<file path="src/rtl/leds7_pkg.sv">
// leds7_pkg: shared types, ASCII constants and hex decoding for the 7-segment command path.
package leds7_pkg;

    localparam int DIGIT_W = 4;

    localparam logic [7:0] ASCII_START = 8'h23;
    localparam logic [7:0] ASCII_CR    = 8'h0D;
    localparam logic [7:0] ASCII_LF    = 8'h0A;

    typedef enum logic [1:0] {
        S_IDLE,
        S_COLLECT,
        S_DISCARD
    } state_e;

    // Returns {valid, nibble}; valid is 0 for any byte outside 0-9, A-F, a-f.
    function automatic logic [4:0] ascii_hex_to_nib(input logic [7:0] c);
        logic [4:0] r;
        r = 5'b0;
        if (c >= 8'h30 && c <= 8'h39)
            r = {1'b1, 4'(c - 8'h30)};
        else if (c >= 8'h41 && c <= 8'h46)
            r = {1'b1, 4'(c - 8'h37)};
        else if (c >= 8'h61 && c <= 8'h66)
            r = {1'b1, 4'(c - 8'h57)};
        return r;
    endfunction

endpackage

</file>
<file path="src/rtl/leds7_cmd_parser.sv">
// leds7_cmd_parser: assembles "#<hex><CR|LF>" frames from a byte stream and commits them
// atomically to a registered digit/blank image, flagging framing errors and timeouts.
module leds7_cmd_parser
    import leds7_pkg::*;
#(
    parameter int CLK_FREQ   = 50,
    parameter int NUM_DIGITS = 4,
    parameter int TIMEOUT_US = 10000
) (
    input  logic                          clk,
    input  logic                          reset,
    input  logic [7:0]                    tdata,
    input  logic                          tvalid,
    output logic [DIGIT_W*NUM_DIGITS-1:0] digits,
    output logic [NUM_DIGITS-1:0]         blank,
    output logic                          update,
    output logic                          err,
    output logic [7:0]                    err_cnt
);

    localparam int W     = DIGIT_W * NUM_DIGITS;
    localparam int T     = TIMEOUT_US * CLK_FREQ;
    localparam int TW    = (T > 1) ? $clog2(T) : 1;
    localparam int CW    = $clog2(NUM_DIGITS + 1);

    state_e              state_q, state_d;
    logic [W-1:0]        sh_dig_q, sh_dig_d;
    logic [NUM_DIGITS-1:0] sh_blank_q, sh_blank_d;
    logic [CW-1:0]       cnt_q, cnt_d;
    logic [TW-1:0]       tmo_q, tmo_d;
    logic [W-1:0]        digits_q;
    logic [NUM_DIGITS-1:0] blank_q;
    logic                update_q, err_q;
    logic [7:0]          err_cnt_q;
    logic                commit_d, err_d;

    logic [4:0] hex;
    logic       is_start, is_term, is_hex, tmo_hit;

    assign hex      = ascii_hex_to_nib(tdata);
    assign is_hex   = hex[4];
    assign is_start = tdata == ASCII_START;
    assign is_term  = tdata == ASCII_CR || tdata == ASCII_LF;
    assign tmo_hit  = state_q != S_IDLE && tmo_q == TW'(T - 1);

    always_comb begin
        state_d    = state_q;
        sh_dig_d   = sh_dig_q;
        sh_blank_d = sh_blank_q;
        cnt_d      = cnt_q;
        commit_d   = 1'b0;
        err_d      = 1'b0;
        tmo_d      = tmo_q + TW'(1);
        if (tvalid) begin
            tmo_d = '0;
            case (state_q)
                S_IDLE: begin
                    if (is_start) begin
                        sh_dig_d   = '0;
                        sh_blank_d = '1;
                        cnt_d      = '0;
                        state_d    = S_COLLECT;
                    end
                end
                S_COLLECT: begin
                    if (is_start) begin
                        sh_dig_d   = '0;
                        sh_blank_d = '1;
                        cnt_d      = '0;
                    end else if (is_term) begin
                        commit_d = 1'b1;
                        state_d  = S_IDLE;
                    end else if (is_hex && cnt_q != CW'(NUM_DIGITS)) begin
                        // Shift in at digit 0 so short frames end up right-aligned.
                        sh_dig_d   = (sh_dig_q << DIGIT_W) | W'(hex[3:0]);
                        sh_blank_d = sh_blank_q << 1;
                        cnt_d      = cnt_q + CW'(1);
                    end else begin
                        err_d   = 1'b1;
                        state_d = S_DISCARD;
                    end
                end
                S_DISCARD: begin
                    if (is_start) begin
                        sh_dig_d   = '0;
                        sh_blank_d = '1;
                        cnt_d      = '0;
                        state_d    = S_COLLECT;
                    end else if (is_term) begin
                        state_d = S_IDLE;
                    end
                end
                default: state_d = S_IDLE;
            endcase
        end else if (tmo_hit) begin
            err_d   = state_q == S_COLLECT;
            state_d = S_IDLE;
        end
        if (state_d == S_IDLE)
            tmo_d = '0;
    end

    always_ff @(posedge clk or posedge reset) begin
        if (reset) begin
            state_q    <= S_IDLE;
            sh_dig_q   <= '0;
            sh_blank_q <= '1;
            cnt_q      <= '0;
            tmo_q      <= '0;
            digits_q   <= '0;
            blank_q    <= '1;
            update_q   <= 1'b0;
            err_q      <= 1'b0;
            err_cnt_q  <= '0;
        end else begin
            state_q    <= state_d;
            sh_dig_q   <= sh_dig_d;
            sh_blank_q <= sh_blank_d;
            cnt_q      <= cnt_d;
            tmo_q      <= tmo_d;
            update_q   <= commit_d;
            err_q      <= err_d;
            if (commit_d) begin
                digits_q <= sh_dig_q;
                blank_q  <= sh_blank_q;
            end
            if (err_d && err_cnt_q != 8'hFF)
                err_cnt_q <= err_cnt_q + 8'd1;
        end
    end

    assign digits  = digits_q;
    assign blank   = blank_q;
    assign update  = update_q;
    assign err     = err_q;
    assign err_cnt = err_cnt_q;

endmodule

</file>
<file path="config.mk">
export PLATFORM = sky130hd
export DESIGN_NAME = leds7_cmd_parser
export DESIGN_NICKNAME = d
export VERILOG_FILES = /design/src/rtl/leds7_pkg.sv /design/src/rtl/leds7_cmd_parser.sv
export SDC_FILE = /design/constraint.sdc
export NUM_CORES = 1
export LEC_CHECK = 0
export CAP_MARGIN = 40
export CORE_UTILIZATION = 50
export DETAILED_ROUTE_END_ITERATION = 7
export PLACE_DENSITY = 0.73
export SLEW_MARGIN = 30
export SYNTH_ARGS = -nofsm -noshare
export SYNTH_HDL_FRONTEND = slang
export SYNTH_SLANG_ARGS = --single-unit
</file>
<file path="constraint.sdc">
create_clock -name clk -period 3.43 [get_ports clk]
set_clock_uncertainty 0.15 [all_clocks]
set_input_delay 0.5145 -clock clk [delete_from_list [all_inputs] [get_ports clk]]
set_output_delay 0.5145 -clock clk [all_outputs]
set_load 0.005 [all_outputs]
</file>
* Word level (Yosys, flattened, before mapping) *
Cells that the tools add are included.

operators by class
  bitwise logic cells = 1
  reduce and logical (&&, ||, !) cells = 13
  add/sub/neg operators = 6
  order comparisons = 6
  eq/ne operators = 11
  multiplexer cells = 39

operators with widths
  operator                                                                          count
  16-bit two-way mux                                                                4
  19-bit two-way mux                                                                2
  16-bit one-hot mux with 2 select lines                                            1
  19-bit by 1-bit adder with 19-bit output, second input constant                   1
  19-bit == test, second input constant                                             1
  8-bit by 4-bit == test with 1-bit output, second input constant                   2
  8-bit by 7-bit >= comparator with 1-bit output, second input constant             2
  8-bit by 7-bit less-or-equal comparator with 1-bit output, second input constant  2
  2-bit two-way mux                                                                 8
  4-bit two-way mux                                                                 4
  16-bit by 4-bit OR with 16-bit output                                             1
  5-bit two-way mux                                                                 3
  3-bit two-way mux                                                                 4
  1-bit two-way mux                                                                 10
  3-bit != test, second input constant                                              3
  8-bit by 1-bit adder with 8-bit output, second input constant                     1
  8-bit by 6-bit == test with 1-bit output, second input constant                   1
  8-bit by 6-bit >= comparator with 1-bit output, second input constant             1
  8-bit by 6-bit less-or-equal comparator with 1-bit output, second input constant  1
  8-bit != test, second input constant                                              1
  4-bit one-hot mux with 2 select lines                                             1
  4-bit by 3-bit subtractor with 4-bit output, second input constant                2
  1-bit logical AND                                                                 6
  2-bit one-hot mux with 3 select lines                                             1
  other kinds (11)                                                                  13

word-level totals
  output and inout bits = 30
  bits in registers = 74
  input bits = 11

* Longest topological paths before layout *
  word-level depth = 13
  mapped depth = 10
  depth with buffers taken out = 8

* Worst setup path before layout *
No wires, ideal clock.

  path type = input-to-reg
  from = input port tdata[3]
  to = register tmo_q[10]
  buffers on the path = 1
  data required time = 3.161 ns
  stages = 7
  arrival time = 2.420 ns
  slack = 0.741 ns
  path through = or4b_1 > or4b_4 > nand2_1 > nor3_1 > o31ai_4 > buf_6 > nor2_2

on the way
  cells in the longest elaborated chain, start to end = 13

ends and longest elaborated chain
  element                                                                                                                      RTL line                 text
  start: declaration                                                                                                           leds7_cmd_parser.sv:12   input logic [7:0] tdata,
  8-bit by 7-bit >= comparator with 1-bit output or 8-bit by 7-bit less-or-equal comparator with 1-bit output (tied branches)  leds7_pkg.sv:24          else if (c >= 8'h61 && c <= 8'h66)
  1-bit logical AND                                                                                                            leds7_pkg.sv:24
  5-bit two-way mux                                                                                                            leds7_pkg.sv:24
  5-bit two-way mux                                                                                                            leds7_pkg.sv:22          else if (c >= 8'h41 && c <= 8'h46)
  5-bit two-way mux                                                                                                            leds7_pkg.sv:20          if (c >= 8'h30 && c <= 8'h39)
  1-bit logical AND                                                                                                            leds7_cmd_parser.sv:73   end else if (is_hex && cnt_q != CW'(NUM_DIGITS)) begin
  2-bit two-way mux                                                                                                            leds7_cmd_parser.sv:73
  2-bit two-way mux                                                                                                            leds7_cmd_parser.sv:70   end else if (is_term) begin
  2-bit two-way mux                                                                                                            leds7_cmd_parser.sv:66   if (is_start) begin
  2-bit one-hot mux with 3 select lines *                                                                                      leds7_cmd_parser.sv:56   case (state_q)
  2-bit two-way mux *                                                                                                          leds7_cmd_parser.sv:54   if (tvalid) begin
  2-bit zero test *                                                                                                            leds7_cmd_parser.sv:99   if (state_d == S_IDLE)
  19-bit two-way mux *                                                                                                         leds7_cmd_parser.sv:99
  via tmo_d[10]                                                                                                                leds7_cmd_parser.sv:30   logic [TW-1:0] tmo_q, tmo_d;
  end signal: assignment                                                                                                       leds7_cmd_parser.sv:120  tmo_q <= tmo_d;
  end: declaration                                                                                                             leds7_cmd_parser.sv:30

Mark *: on every way through the listed nets, which the timed path passes. The rest lies on a longest branch.
A chain may end at the register's enable or synchronous reset.

* Worst setup path after layout *
  from = input port tdata[4]
  to = register tmo_q[2]

Same word-level chain as after synthesis.

==> results.json <==
{
  "cp_max_fo": 13,
  "globalRouteOverflowTotal": 0,
  "setup_viol": 0,
  "grtUsageTotal": 0.2158,
  "dpl.hpwl_um": 5115,
  "synth-main-ff-cell": "dfrtp_1",
  "regToRegEndpoint": "tmo_q[2]",
  "crit_family": "simple AND/OR/NAND/NOR gates",
  "crit_path_top_delay_cell": "or4b_1",
  "p_sw_frac": 0.2195,
  "pwr-share-clk": 0.443,
  "netlist-cell-type-count": 50,
  "status": "finished clean",
  "layout_common_cells": "80 x nand2_1, 66 x dfrtp_1, 40 x clkdlybuf4s50_1, 19 x nor2_1",
  "initial_core_util": 0.5155,
  "fin_util": 0.6466,
  "r2r_start": "tmo_q[0]",
  "critPathKind": "input pin to flop",
  "min_path_type": "input pin to async pin",
  "power_mw": 1.864,
  "clk-insertion-delay-late_ns": 0.34,
  "numCtsBuffers": 9,
  "die_w_um": 85.69,
  "antenna_found_initial": 0,
  "dieHeight_um": 85.69,
  "syn_inst": 344,
  "max_cap_violations": 0,
  "rsz0062_at_grt": "no",
  "critPathMaxStageDelay_ns": 0.59,
  "gp_congestion": 0.8236,
  "drcViolationCount": 0,
  "core-area_um2": 6794,
  "synth-seq-cells": 74,
  "via_per_inst": 5.268,
  "cp.required_ns": 3.51,
  "p_leak_nw": 2.005,
  "portBuffers": 40,
  "fill_cells": 581,
  "yosys_warnings": 0,
  "cts_tree": "done",
  "seqPwrFrac": 0.487,
  "max_freq_ghz": 0.3376,
  "cts.sinks": 74,
  "syn_avg_cell_area_um2": 10.18,
  "io-pin-count": 41,
  "drive_gt1_frac": 0.1597,
  "root_buffer": "clkbuf_8",
  "worst_slack_ns": 0.4682,
  "critPathLaunchType": "input pin",
  "drtAntennaViolNets": 0,
  "path_cells": "clkdlybuf4s50_1 -> or4b_1 -> or4b_4 -> nand2_1 -> nor3_1 -> o31ai_4 -> buf_6 -> nor2_1",
  "seq_area_um2": 1862,
  "vdd_ir_drop_max_uv": 251.7,
  "area_delta_synth_final_pct": 25.44,
  "path_buf_inv": 2,
  "drt_iter0_drc": 139,
  "min_period_over_period": 0.8635,
  "synth-edff-count": 0,
  "routed_wirelength_um": 7081,
  "hold_viol": 0,
  "dr.pass1.iters": 4,
  "cts_resized": 0,
  "final_max_slew_viol_count": 0,
  "fin_nets": 421,
  "vias": 2650,
  "cts.clk_slew.worst_paths_ns": 0.07,
  "final_common_cell": "nand2_1",
  "num_antenna_cells": 0,
  "cts_max_path_buffers": 2,
  "min_period_ns": 2.962,
  "worst_pin_slew_ns": 0.7379,
  "grt_max_degree": 39,
  "place_ws_ns": 0.1165,
  "cts_max_level": 3,
  "p_int_mw": 1.454,
  "ff2ff_path_depth": 9,
  "grt_pass1_vias": 2598,
  "p_comb_frac": 0.070,
  "async_flop_share": 1.000,
  "postCtsSetupBuffers": 0,
  "power.switching_mw": 0.4091,
  "slew_headroom": 0.5065,
  "ff2ff_setup_slack_ns": 0.76,
  "rows": 30,
  "wl_per_cell_um": 14.08,
  "hold_buffers": 0,
  "yosysSeqAreaShare": 0.5316,
  "timing.hold.ws_ns": 0.2308,
  "worstPathArrival_ns": 3.04,
  "p_per_area_nw_per_um2": 424.2,
  "die-area_um2": 7343,
  "syn_area_um2": 3502,
  "grt_pass1_wl_um": 12160,
  "crit_path_end_kind": "flop",
  "multi_input_area_um2": 1551,
  "synth_fp_nets": 363
}
-- flip-flops by register name, indices dropped and copies added (netlist names) --
signal      flops
state_q         2
digits         16
update          1
blank           4
err_cnt         8
sh_dig_q       16
err             1
cnt_q           3
sh_blank_q      4
tmo_q          19
-- worst max path at each step --
| stage | from | end | slack (ns) | cells after the start |
|---|---|---|---|---|
| after global placement | tdata[4] | tmo_q[18] | -0.03 | 7 |
| final | tdata[4] | tmo_q[2] | 0.47 | 8 |
| after CTS | tdata[0] | tmo_q[2] | 0.49 | 10 |
| after floorplan | tdata[3] | tmo_q[10] | 0.74 | 7 |
| after global routing | tdata[1] | err_cnt[7] | 0.31 | 11 |
| after detailed placement | tdata[4] | tmo_q[4] | 0.12 | 8 |
-- through the flow --
step	instances	area, µm²	setup TNS (ns)
2_1_floorplan	344	3502	0
3_3_place_gp	485	4105	-0.2668
3_5_place_dp	486	4123	0
4_1_cts	502	4373	0
5_1_grt	503	4393	0
6_report	503	4393	0
-- final cells by class --
| type | count | share of cell area |
|---|---|---|
| inverter | 14 | 0.01196 |
| sequential | 74 | 0.4238 |
| tap | 96 | 0.02734 |
| clock inverter | 6 | 0.02563 |
| timing repair buffer | 57 | 0.1267 |
| clock buffer | 10 | 0.03133 |
| multi-input combinational | 246 | 0.3532 |
-- worst register-to-register path: cells and delay by family (launching register included) --
| family | cells | cell delay (ns) |
|---|---|---|
| compound gates | 3 | 0.92 |
| flops | 1 | 0.40 |
| buf+inv | 2 | 0.43 |
| simple gates | 3 | 0.45 |
| fa+ha+maj | 1 | 0.22 |
-- power groups by stage --
stage	logic [mW]	registers, mW	clock network (mW)
2_1_floorplan	0.0730	0.920	0
3_3_place_gp	0.123	0.924	0
3_5_place_dp	0.130	0.923	0
4_1_cts	0.130	0.907	0.843
5_1_grt	0.145	0.910	0.878
6_report	0.131	0.907	0.826
-- synthesized netlist by cell type, types with 2 or more instances --
cell       n  area (µm²)
and3_1     7       43.79
nor2_2    11       68.82
nand2_1   80       300.3
clkbuf_1   7       26.28
inv_1     14       52.55
o31ai_1    4       30.03
xor2_1    14       122.6
or2_2      2       12.51
nand3_1    9       45.04
nor2_1    19       71.32
or4b_1     2       20.02
a22o_1    13       113.9
dfstp_2    8       210.2
o21ai_0    5       25.02
ha_1       8       100.1
nor3_1    12       60.06
a21oi_1    5       25.02
nor2b_1    2       12.51
and4_1     2       17.52
mux2_2     3       33.78
nor3b_1    3       22.52
o211ai_1   3       22.52
nand2b_1   3       18.77
nand4_1    6       37.54
xnor2_1   11       96.34
nor4b_1    2       17.52
dfrtp_1   66        1652
-- cells by family after synthesis --
| kind of cell | Yosys count | share of synthesized area |
|---|---|---|
| simple gates | 166 | 0.2301 |
| flops | 74 | 0.5316 |
| compound gates | 43 | 0.1061 |
| xor+xnor | 25 | 0.06252 |
| buf+inv | 24 | 0.02858 |
| fa+ha+maj | 8 | 0.02858 |
| mux | 4 | 0.01250 |
-- per-layer routing --
| layer | vias up | part of all wire | global-route usage | routed length [µm] |
|---|---|---|---|---|
| li1 | 1298 | - | - | - |
| met1 | 1284 | 0.46 | 0.2863 | 3267 |
| met3 | 10 | 0.029 | 0.04812 | 203 |
| met2 | 58 | 0.49 | 0.3564 | 3496 |
| met4 | 0 | 0.016 | 0.06515 | 113 |
| met5 | - | 0 | 0 | 0 |
Note: power is estimated with default switching activity, not from simulation.
